`src/rtl/execute_stage_mdu.sv`:
```
// execute_stage_mdu: EX stage with an iterative multiply/divide unit, HI/LO
// registers and a registered EX/MEM output.
// Optional build macro: EXEC_MDU_EARLY_OUT_EN (multiplies finish as soon as
// the remaining multiplier magnitude is exhausted).
module execute_stage_mdu #(
    parameter int DWIDTH       = 32,
    parameter int OPCODE_WIDTH = 6,
    parameter int REG_WIDTH    = 5
) (
    input  logic                    ep_i_clk,
    input  logic                    ep_i_rst,
    input  logic                    ep_i_ce,
    input  logic                    ep_i_flush,
    input  logic [2:0]              ep_i_mdu_op,
    input  logic [DWIDTH-1:0]       ep_i_data_rs,
    input  logic [DWIDTH-1:0]       ep_i_data_rt,
    input  logic [DWIDTH-1:0]       ep_i_alu_value,
    input  logic [OPCODE_WIDTH-1:0] ep_i_opcode,
    input  logic [REG_WIDTH-1:0]    ep_i_rd,
    output logic                    ep_o_ce,
    output logic [DWIDTH-1:0]       ep_o_alu_value,
    output logic [OPCODE_WIDTH-1:0] ep_o_opcode,
    output logic [REG_WIDTH-1:0]    ep_o_rd,
    output logic                    ep_o_stall,
    output logic                    ep_o_busy
);
    localparam int CNT_W = $clog2(DWIDTH + 1);

    typedef enum logic [2:0] {
        OP_NONE  = 3'd0,
        OP_MULT  = 3'd1,
        OP_MULTU = 3'd2,
        OP_DIV   = 3'd3,
        OP_DIVU  = 3'd4,
        OP_MFHI  = 3'd5,
        OP_MFLO  = 3'd6,
        OP_RSVD  = 3'd7
    } mdu_op_e;

    typedef enum logic {
        ST_IDLE,
        ST_BUSY
    } state_e;

    state_e  state, state_nxt;
    mdu_op_e op;

    logic              live, is_muldiv, is_mdu, is_signed, start, last;
    logic              rs_neg, rt_neg;
    logic [DWIDTH-1:0] rs_mag, rt_mag;

    // MDU working state
    logic [CNT_W-1:0]    cnt;
    logic                is_div, neg_q, neg_r, div_zero;
    logic [DWIDTH-1:0]   rs_keep, shreg, rem, dvsr, hi, lo;
    logic [2*DWIDTH-1:0] prod, mcand;

    // Per-step datapath
    logic [2*DWIDTH-1:0] prod_nxt, prod_fix;
    logic [DWIDTH:0]     rem_sh, diff;
    logic [DWIDTH-1:0]   quo_nxt, rem_nxt, hi_fin, lo_fin;

    // Decode the presented instruction and derive operand magnitudes
    always_comb begin
        op        = mdu_op_e'(ep_i_mdu_op);
        live      = ep_i_ce & ~ep_i_flush;
        is_muldiv = op inside {OP_MULT, OP_MULTU, OP_DIV, OP_DIVU};
        is_mdu    = is_muldiv | (op == OP_MFHI) | (op == OP_MFLO);
        is_signed = (op == OP_MULT) | (op == OP_DIV);
        rs_neg    = is_signed & ep_i_data_rs[DWIDTH-1];
        rt_neg    = is_signed & ep_i_data_rt[DWIDTH-1];
        rs_mag    = rs_neg ? -ep_i_data_rs : ep_i_data_rs;
        rt_mag    = rt_neg ? -ep_i_data_rt : ep_i_data_rt;
    end

    assign ep_o_busy  = (state == ST_BUSY);
    assign ep_o_stall = live & is_mdu & ep_o_busy;
    assign start      = live & is_muldiv & (state == ST_IDLE);

`ifdef EXEC_MDU_EARLY_OUT_EN
    // shreg holds the not-yet-consumed multiplier bits; once only bit 0 is
    // left, this step finishes the product.
    assign last = (cnt == CNT_W'(1)) | (~is_div & (shreg[DWIDTH-1:1] == '0));
`else
    assign last = (cnt == CNT_W'(1));
`endif

    // One radix-2 step of shift-add multiply / restoring divide, plus the
    // sign-corrected final HI/LO for the step that completes the op
    always_comb begin
        prod_nxt = shreg[0] ? (prod + mcand) : prod;
        prod_fix = neg_q ? -prod_nxt : prod_nxt;
        rem_sh   = {rem, shreg[DWIDTH-1]};
        diff     = rem_sh - {1'b0, dvsr};
        quo_nxt  = {shreg[DWIDTH-2:0], ~diff[DWIDTH]};
        rem_nxt  = diff[DWIDTH] ? rem_sh[DWIDTH-1:0] : diff[DWIDTH-1:0];
        hi_fin   = prod_fix[2*DWIDTH-1:DWIDTH];
        lo_fin   = prod_fix[DWIDTH-1:0];
        if (is_div) begin
            if (div_zero) begin
                lo_fin = '1;
                hi_fin = rs_keep;
            end else begin
                lo_fin = neg_q ? -quo_nxt : quo_nxt;
                hi_fin = neg_r ? -rem_nxt : rem_nxt;
            end
        end
    end

    // FSM state register
    always_ff @(posedge ep_i_clk) begin
        if (ep_i_rst) state <= ST_IDLE;
        else          state <= state_nxt;
    end

    // FSM next state
    always_comb begin
        state_nxt = state;
        case (state)
            ST_IDLE: if (start) state_nxt = ST_BUSY;
            ST_BUSY: if (last)  state_nxt = ST_IDLE;
            default: state_nxt = ST_IDLE;
        endcase
    end

    // MDU operand load, iteration and HI/LO write-back
    always_ff @(posedge ep_i_clk) begin
        if (ep_i_rst) begin
            cnt      <= '0;
            is_div   <= 1'b0;
            neg_q    <= 1'b0;
            neg_r    <= 1'b0;
            div_zero <= 1'b0;
            rs_keep  <= '0;
            shreg    <= '0;
            rem      <= '0;
            dvsr     <= '0;
            prod     <= '0;
            mcand    <= '0;
            hi       <= '0;
            lo       <= '0;
        end else if (start) begin
            cnt      <= CNT_W'(DWIDTH);
            is_div   <= (op == OP_DIV) | (op == OP_DIVU);
            neg_q    <= rs_neg ^ rt_neg;
            neg_r    <= rs_neg;
            div_zero <= (ep_i_data_rt == '0);
            rs_keep  <= ep_i_data_rs;
            shreg    <= ((op == OP_DIV) | (op == OP_DIVU)) ? rs_mag : rt_mag;
            rem      <= '0;
            dvsr     <= rt_mag;
            prod     <= '0;
            mcand    <= {{DWIDTH{1'b0}}, rs_mag};
        end else if (state == ST_BUSY) begin
            cnt <= cnt - CNT_W'(1);
            if (is_div) begin
                shreg <= quo_nxt;
                rem   <= rem_nxt;
            end else begin
                prod  <= prod_nxt;
                mcand <= mcand << 1;
                shreg <= shreg >> 1;
            end
            if (last) begin
                hi <= hi_fin;
                lo <= lo_fin;
            end
        end
    end

    // EX/MEM output register; stalled, flushed or idle slots become bubbles
    always_ff @(posedge ep_i_clk) begin
        if (ep_i_rst || ep_o_stall || !live) begin
            ep_o_ce        <= 1'b0;
            ep_o_alu_value <= '0;
            ep_o_opcode    <= '0;
            ep_o_rd        <= '0;
        end else begin
            ep_o_ce     <= 1'b1;
            ep_o_opcode <= ep_i_opcode;
            ep_o_rd     <= ep_i_rd;
            case (op)
                OP_NONE, OP_RSVD: ep_o_alu_value <= ep_i_alu_value;
                OP_MFHI:          ep_o_alu_value <= hi;
                OP_MFLO:          ep_o_alu_value <= lo;
                default:          ep_o_alu_value <= '0;
            endcase
        end
    end

endmodule

```
`config.mk`:
```
export PLATFORM = sky130hd
export DESIGN_NAME = execute_stage_mdu
export DESIGN_NICKNAME = d
export VERILOG_FILES = /design/src/rtl/execute_stage_mdu.sv
export SDC_FILE = /design/constraint.sdc
export NUM_CORES = 1
export LEC_CHECK = 0
export BUFFER_PORTS_ARGS = -buffer_cell sky130_fd_sc_hd__buf_4
export CORE_AREA = 2 2 247 249
export DETAILED_ROUTE_END_ITERATION = 8
export DIE_AREA = 0 0 249 251
export SYNTH_ARGS = -nofsm -noshare
export SYNTH_HDL_FRONTEND = slang
export SYNTH_SLANG_ARGS = --single-unit
export TNS_END_PERCENT = 10
```
`constraint.sdc`:
```
create_clock -name ep_i_clk -period 7 [get_ports ep_i_clk]
set_input_delay 1.4 -clock ep_i_clk [delete_from_list [all_inputs] [get_ports ep_i_clk]]
set_output_delay 1.4 -clock ep_i_clk [all_outputs]
set_load 0.005 [all_outputs]
```
# After elaboration in Yosys (flattened, before gate mapping)
# Cells that the tools add are included.
[totals] reg_bits=375 out_inout_bits=46
[op_classes] n_eq_ne=9 addsub=8 n_bitwise=17 muxes=25 n_reduce_logical=13
[ops] operator="32-bit two-way mux" n=16
[ops] operator="64-bit two-way mux" n=2
[ops] operator="32-bit negation" n=4
[ops] operator="32-bit case mux with 3 select lines" n=1
[ops] operator="64-bit adder" n=1
[ops] operator="64-bit negation" n=1
[ops] operator="33-bit by 32-bit subtractor with 33-bit output" n=1
[ops] operator="32-bit zero test" n=1
[ops] operator="3-bit equality test, second input constant" n=4
[ops] operator="6-bit two-way mux" n=2
[ops] operator="1-bit AND" n=7
[ops] operator="3-bit by 2-bit equality test with 1-bit output, second input constant" n=2
[ops] operator="6-bit by 1-bit equality test with 1-bit output, second input constant" n=1
[ops] operator="2-bit AND reduction" n=3
[ops] operator="6-bit by 1-bit subtractor with 6-bit output, second input constant" n=1
[ops] operator="1-bit inverter" n=5
[ops] operator="1-bit OR" n=4
[ops] operator="4-bit nonzero test" n=1
[ops] operator="2-bit OR reduction" n=2
[ops] operator="3-bit by 1-bit equality test with 1-bit output, second input constant" n=1
[ops] operator="3-bit zero test" n=1
[ops] operator="1-bit two-way mux" n=3
[ops] operator="3-bit AND reduction" n=1
[ops] operator="1-bit logical OR" n=2
[ops] operator="other kinds (5)" n=5

# Longest topological paths before layout
[logic_depth] ltp_word=9 depth_mapped=23

# Worst setup path before layout
# No wires, ideal clock.
[synth_timing] path_type="reg2reg" from="reg shreg[0]" to="reg hi[28]" path_stages_with_launch=23 setup_ps=117 setup_slack_ps=1672 synth_period_minus_slack_ps=5328 t_arrival_ps=5211 cell_sequence="dfxtp_1 > buf_2 > buf_4 > buf_2 > buf_4 > buf_4 > clkbuf_1 > buf_1 > clkbuf_1 > buf_1 > mux2i_1 > ha_1 > and2_1 > and4_1 > nand4_1 > nor4_4 > nand3b_1 > or2_1 > clkbuf_1 > nor3_1 > nand3_1 > a211o_1 > a32o_1"
[synth_via] elab_chain_cells=4
[synth_lines] element="start, declared" line_no="55" text="logic [DWIDTH-1:0] rs_keep, shreg, rem, dvsr, hi, lo;"
[synth_lines] element="start signal, assigned" line_no="149" text="shreg <= ((op == OP_DIV) | (op == OP_DIVU)) ? rs_mag : rt_mag;"
[synth_lines] element="start signal, assigned" line_no="157" text="shreg <= quo_nxt;"
[synth_lines] element="start signal, assigned" line_no="162" text="shreg <= shreg >> 1;"
[synth_lines] element="64-bit two-way mux (*)" line_no="91" text="prod_nxt = shreg[0] ? (prod + mcand) : prod;"
[synth_lines] element="64-bit negation" line_no="92" text="prod_fix = neg_q ? -prod_nxt : prod_nxt;"
[synth_lines] element="64-bit two-way mux (*)" line_no="92"
[synth_lines] element="32-bit two-way mux (*)" line_no="99" text="if (is_div) begin"
[synth_lines] element="end signal, assigned" line_no="165" text="hi <= hi_fin;"
[synth_lines] element="end, declared" line_no="55"
# Mark *: on every way between the ends. The rest lies on a longest branch, timed or not.
# A chain may end at the register's enable or synchronous reset.

# Final worst setup path
[layout_timing] from="reg mcand[0]" to="reg hi[5]"
[layout_via] elab_chain_cells=5
[layout_lines] element="start, declared" line_no="56" text="logic [2*DWIDTH-1:0] prod, mcand;"
[layout_lines] element="start signal, assigned" line_no="153" text="mcand <= {{DWIDTH{1'b0}}, rs_mag};"
[layout_lines] element="start signal, assigned" line_no="161" text="mcand <= mcand << 1;"
[layout_lines] element="64-bit adder (*)" line_no="91"
[layout_lines] element="64-bit two-way mux (*)" line_no="91"
[layout_lines] element="64-bit negation" line_no="92"
[layout_lines] element="64-bit two-way mux (*)" line_no="92"
[layout_lines] element="32-bit two-way mux (*)" line_no="99"
# Marks and branches as above.

==> metrics.yaml <==
status:
  status: "complete, no violations"
global_route:
  grt_pass1_vias: 26590
  grt_pass1_wl_um: 169600
  antenna_found_initial: 7
  grt_max_degree: 165
  overflow: 0
  grt_usage_pct: 35.09
logic_synthesis:
  synth_edf_count: 0
  synthTopCellsByArea: "dfxtp_1, a211oi_1, a21oi_1"
  synth_top_area_share_pct: 26.93
  synth_warnings: 0
  synthDistinctLibCells: 112
  syn_nets: 3932
  ys.flop_type: "dfxtp_1"
  ys_async_sr_fraction_pct: 0
  synth_area_leader_cell: "dfxtp_1"
  ys_ff_latch: 375
  synth.avg_cell_area_um2: 7.506
  synthCells: 3714
  syn_area_um2: 27880
  ys_seq_area_share_pct: 26.93
route:
  vias: 29012
  drtPass1Iterations: 5
  drcViolationCount: 0
  post_drt_wl_per_cell_um: 25.23
  routed_wl_um: 113700
  ant_nets: 0
  via_per_inst: 6.436
  drtIter0Drc: 3168
clocking:
  cts_tree: "done"
  cts.path.max_buffers: 3
  clkLatencyLatePin_ns: 0.63
  root_buffer: "clkbuf_16"
  postCtsSetupRepairBufs: 0
  path_clk_slew_ns: 0.06
  htree_num_levels: 2
  cts_sinks: 375
  hold_buffers: 0
  cts_buffers: 46
  cts_resized: 0
sta:
  clock_skew_ns: 0.02871
  timing.fmax_ghz: 0.1786
  setup_tns_ns: 0
  relSlewSlack_pct: 8.345
  hold_viol: 0
  finalSetupViolations: 0
  rsz0062_at_grt: "no"
  finalCritPeriodShare_pct: 79.98
  fin_ws_ns: 1.401
  fin_crit_ns: 5.599
  worst_slew_pin_slew_ns: 1.370
  finalMaxSlewViolations: 0
setup_path:
  start_kind: "register"
  crit_type: "register to register"
  worstPathRequired_ns: 7.49
  critPathArrivalTime_ns: 6.09
  cp-end-kind: "register"
  reg2reg_depth: 16
  critPathMaxFanout: 8
finish:
  nFillCells: 5879
  final_nets: 3903
  area_growth_pct: 11.09
  layout.cells.non_filler: 4508
  layout-drive-gt1-share_pct: 10.74
hold_path:
  hp-class: "register to register"
  hold_depth: 2
power:
  clock_power_share_pct: 39.3
  leakage_nw: 11.18
  pwr-share-seq_pct: 34.4
  internal_power_mw: 4.374
  comb_power_share_pct: 26.2
  power.total_mw: 6.733
  p_sw_share_pct: 35.03
  power_density_nw_per_um2: 217.4
  power.switching_mw: 2.358
  ir_drop_v: 0.0001579
job:
  maxCapViolCount: 0
floorplanning:
  pin_count: 160
  initial_core_util_pct: 46.62
  die_area_um2: 62500
  core-area_um2: 59790
  fp.dieH_um: 251
  die_w_um: 249
  row_count: 90
placed_design:
  dp.cells: 4419
  place_congestion: 0.9836
  dp.final_hpwl_um: 87740
  numPortBuffers: 159
  post-place-ws_ns: 1.562
-- cells in the final DEF (no fill, tap or decap), types with 33 or more instances in the layout --
cell       synthesis  layout
a211oi_1         227     227
o21ai_0          165     165
nor2_1           449     447
a21oi_1          338     337
xor2_1            95      95
buf_4              8     187
nand3_1           46      46
ha_1             102     102
o31ai_1           47      47
xnor2_1          136     136
nand4_1           56      56
dfxtp_1          375     370
nor3_1            73      72
nand2_1          446     445
or3_1             39      39
mux2_2            37      37
a22oi_1           55      55
mux2i_1           72      72
nand2b_1          38      36
inv_1             72      71
a22o_1            37      37
a21o_1            33      33
clkbuf_16          0      46
-- worst paths after layout --
path | to | from | slack [ns]
min reg2reg | lo[25]$_SDFFE_PP0P_ | lo[25]$_SDFFE_PP0P_ | 0.45
min | lo[25]$_SDFFE_PP0P_ | lo[25]$_SDFFE_PP0P_ | 0.45
max reg2reg | hi[5]$_SDFFE_PP0P_ | mcand[0]$_SDFFE_PP0P_ | 1.40
max | hi[5]$_SDFFE_PP0P_ | mcand[0]$_SDFFE_PP0P_ | 1.40
-- layout make-up --
cell class                      instances  area (µm²)  share of cell area [%]
Tap cell                              782       978.4                   3.159
Clock buffer                           64        1299                   4.194
Inverter                               73       274.0                  0.8848
Antenna cell                            3       7.507                 0.02424
Sequential cell                       375        7518                   24.28
Timing Repair Buffer                  190        1455                   4.699
Multi-Input combinational cell       2999       19070                   61.59
Clock inverter                         22       364.1                   1.176
-- sequential cells by signal, indices dropped and copies added, names as in the netlist --
register	cells
lo	32
shreg	32
ep_o_alu_value	32
ep_o_opcode	6
ep_o_rd	5
neg_r	1
dvsr	32
hi	32
mcand	64
div_zero	1
cnt	6
rem	32
ep_o_ce	1
rs_keep	32
is_div	1
neg_q	1
prod	64
ep_o_busy	1
-- worst max-delay path, cell delays in order, from the launching register on --
cell and delay [ns]:
dfxtp_1 0.37, ha_1 0.23, inv_1 0.07, fa_1 0.40
nand2b_1 0.20, a21oi_1 0.39, o21ai_2 0.27, a21oi_1 0.34
mux2i_1 0.64, nand4_2 0.34, nor4_4 0.54, nand3b_1 0.35
o31ai_1 0.37, xnor2_1 0.17, nor2_1 0.08, a211oi_1 0.61
nor3_1 0.08
-- synthesized netlist by cell type (all sizes together), types with 31 or more instances --
cell    count
nand2b     39
a22o       37
nand4      58
or3        39
dfxtp     375
a21o       34
clkbuf    210
xnor2     136
nor2      451
o31ai      49
and2       33
mux2i      74
mux2       38
xor2       95
ha        102
o21ai     197
o21a       31
inv        73
nand3      47
a22oi      55
buf        57
a31oi      32
nand2     448
nor3       77
a21oi     347
a211oi    236
-- power by group through the flow --
stage          clock network (mW)  registers (mW)  logic (mW)
2_1_floorplan                   0            2.31        1.19
3_3_place_gp                    0            2.36        1.71
3_5_place_dp                    0            2.36        1.72
4_1_cts                      2.68            2.31        1.73
5_1_grt                      2.76            2.33        1.89
6_report                     2.65            2.32        1.77
-- routing by layer --
| layer | vias to the layer above | GRT usage, % | part of all wire, % | wire (µm) |
|---|---|---|---|---|
| met3 | 196 | 4.753 | 7.7 | 8803 |
| li1 | 13561 | - | - | - |
| met5 | - | 0 | 0 | 0 |
| met4 | 0 | 13.14 | 3.8 | 4364 |
| met2 | 1243 | 53.84 | 43 | 49340 |
| met1 | 14012 | 49.93 | 45 | 51230 |
-- kinds of logic (layout without fill, tap and decap cells) --
| logic type | Yosys count | in the layout | synth area share [%] |
|---|---|---|---|
| AND/OR/NAND/NOR | 1336 | 1336 | 22.41 |
| AO/OA/AOI/OAI | 1216 | 1216 | 29.56 |
| flip-flops | 375 | 375 | 26.93 |
| buffers and inverters | 340 | 349 | 4.847 |
| XOR/XNOR | 231 | 231 | 7.258 |
| multiplexers | 112 | 112 | 4.264 |
| adder cells (fa/ha/maj) | 104 | 104 | 4.722 |
| other | 0 | 3 | 0 |
-- metrics by stage --
stage / instance area (µm²) / util [%] / hold slack, ns
final: 30970 / 51.79 / 0.4454
after global routing: 30960 / 51.78 / 0.4650
after CTS: 30960 / 51.78 / 0.4451
after detailed placement: 29300 / 49.00 / 0.4372
after global placement: 29300 / 49.00 / 0.4393
after floorplan: 27880 / - / 0.4211
(Power assumes the default switching activity.)
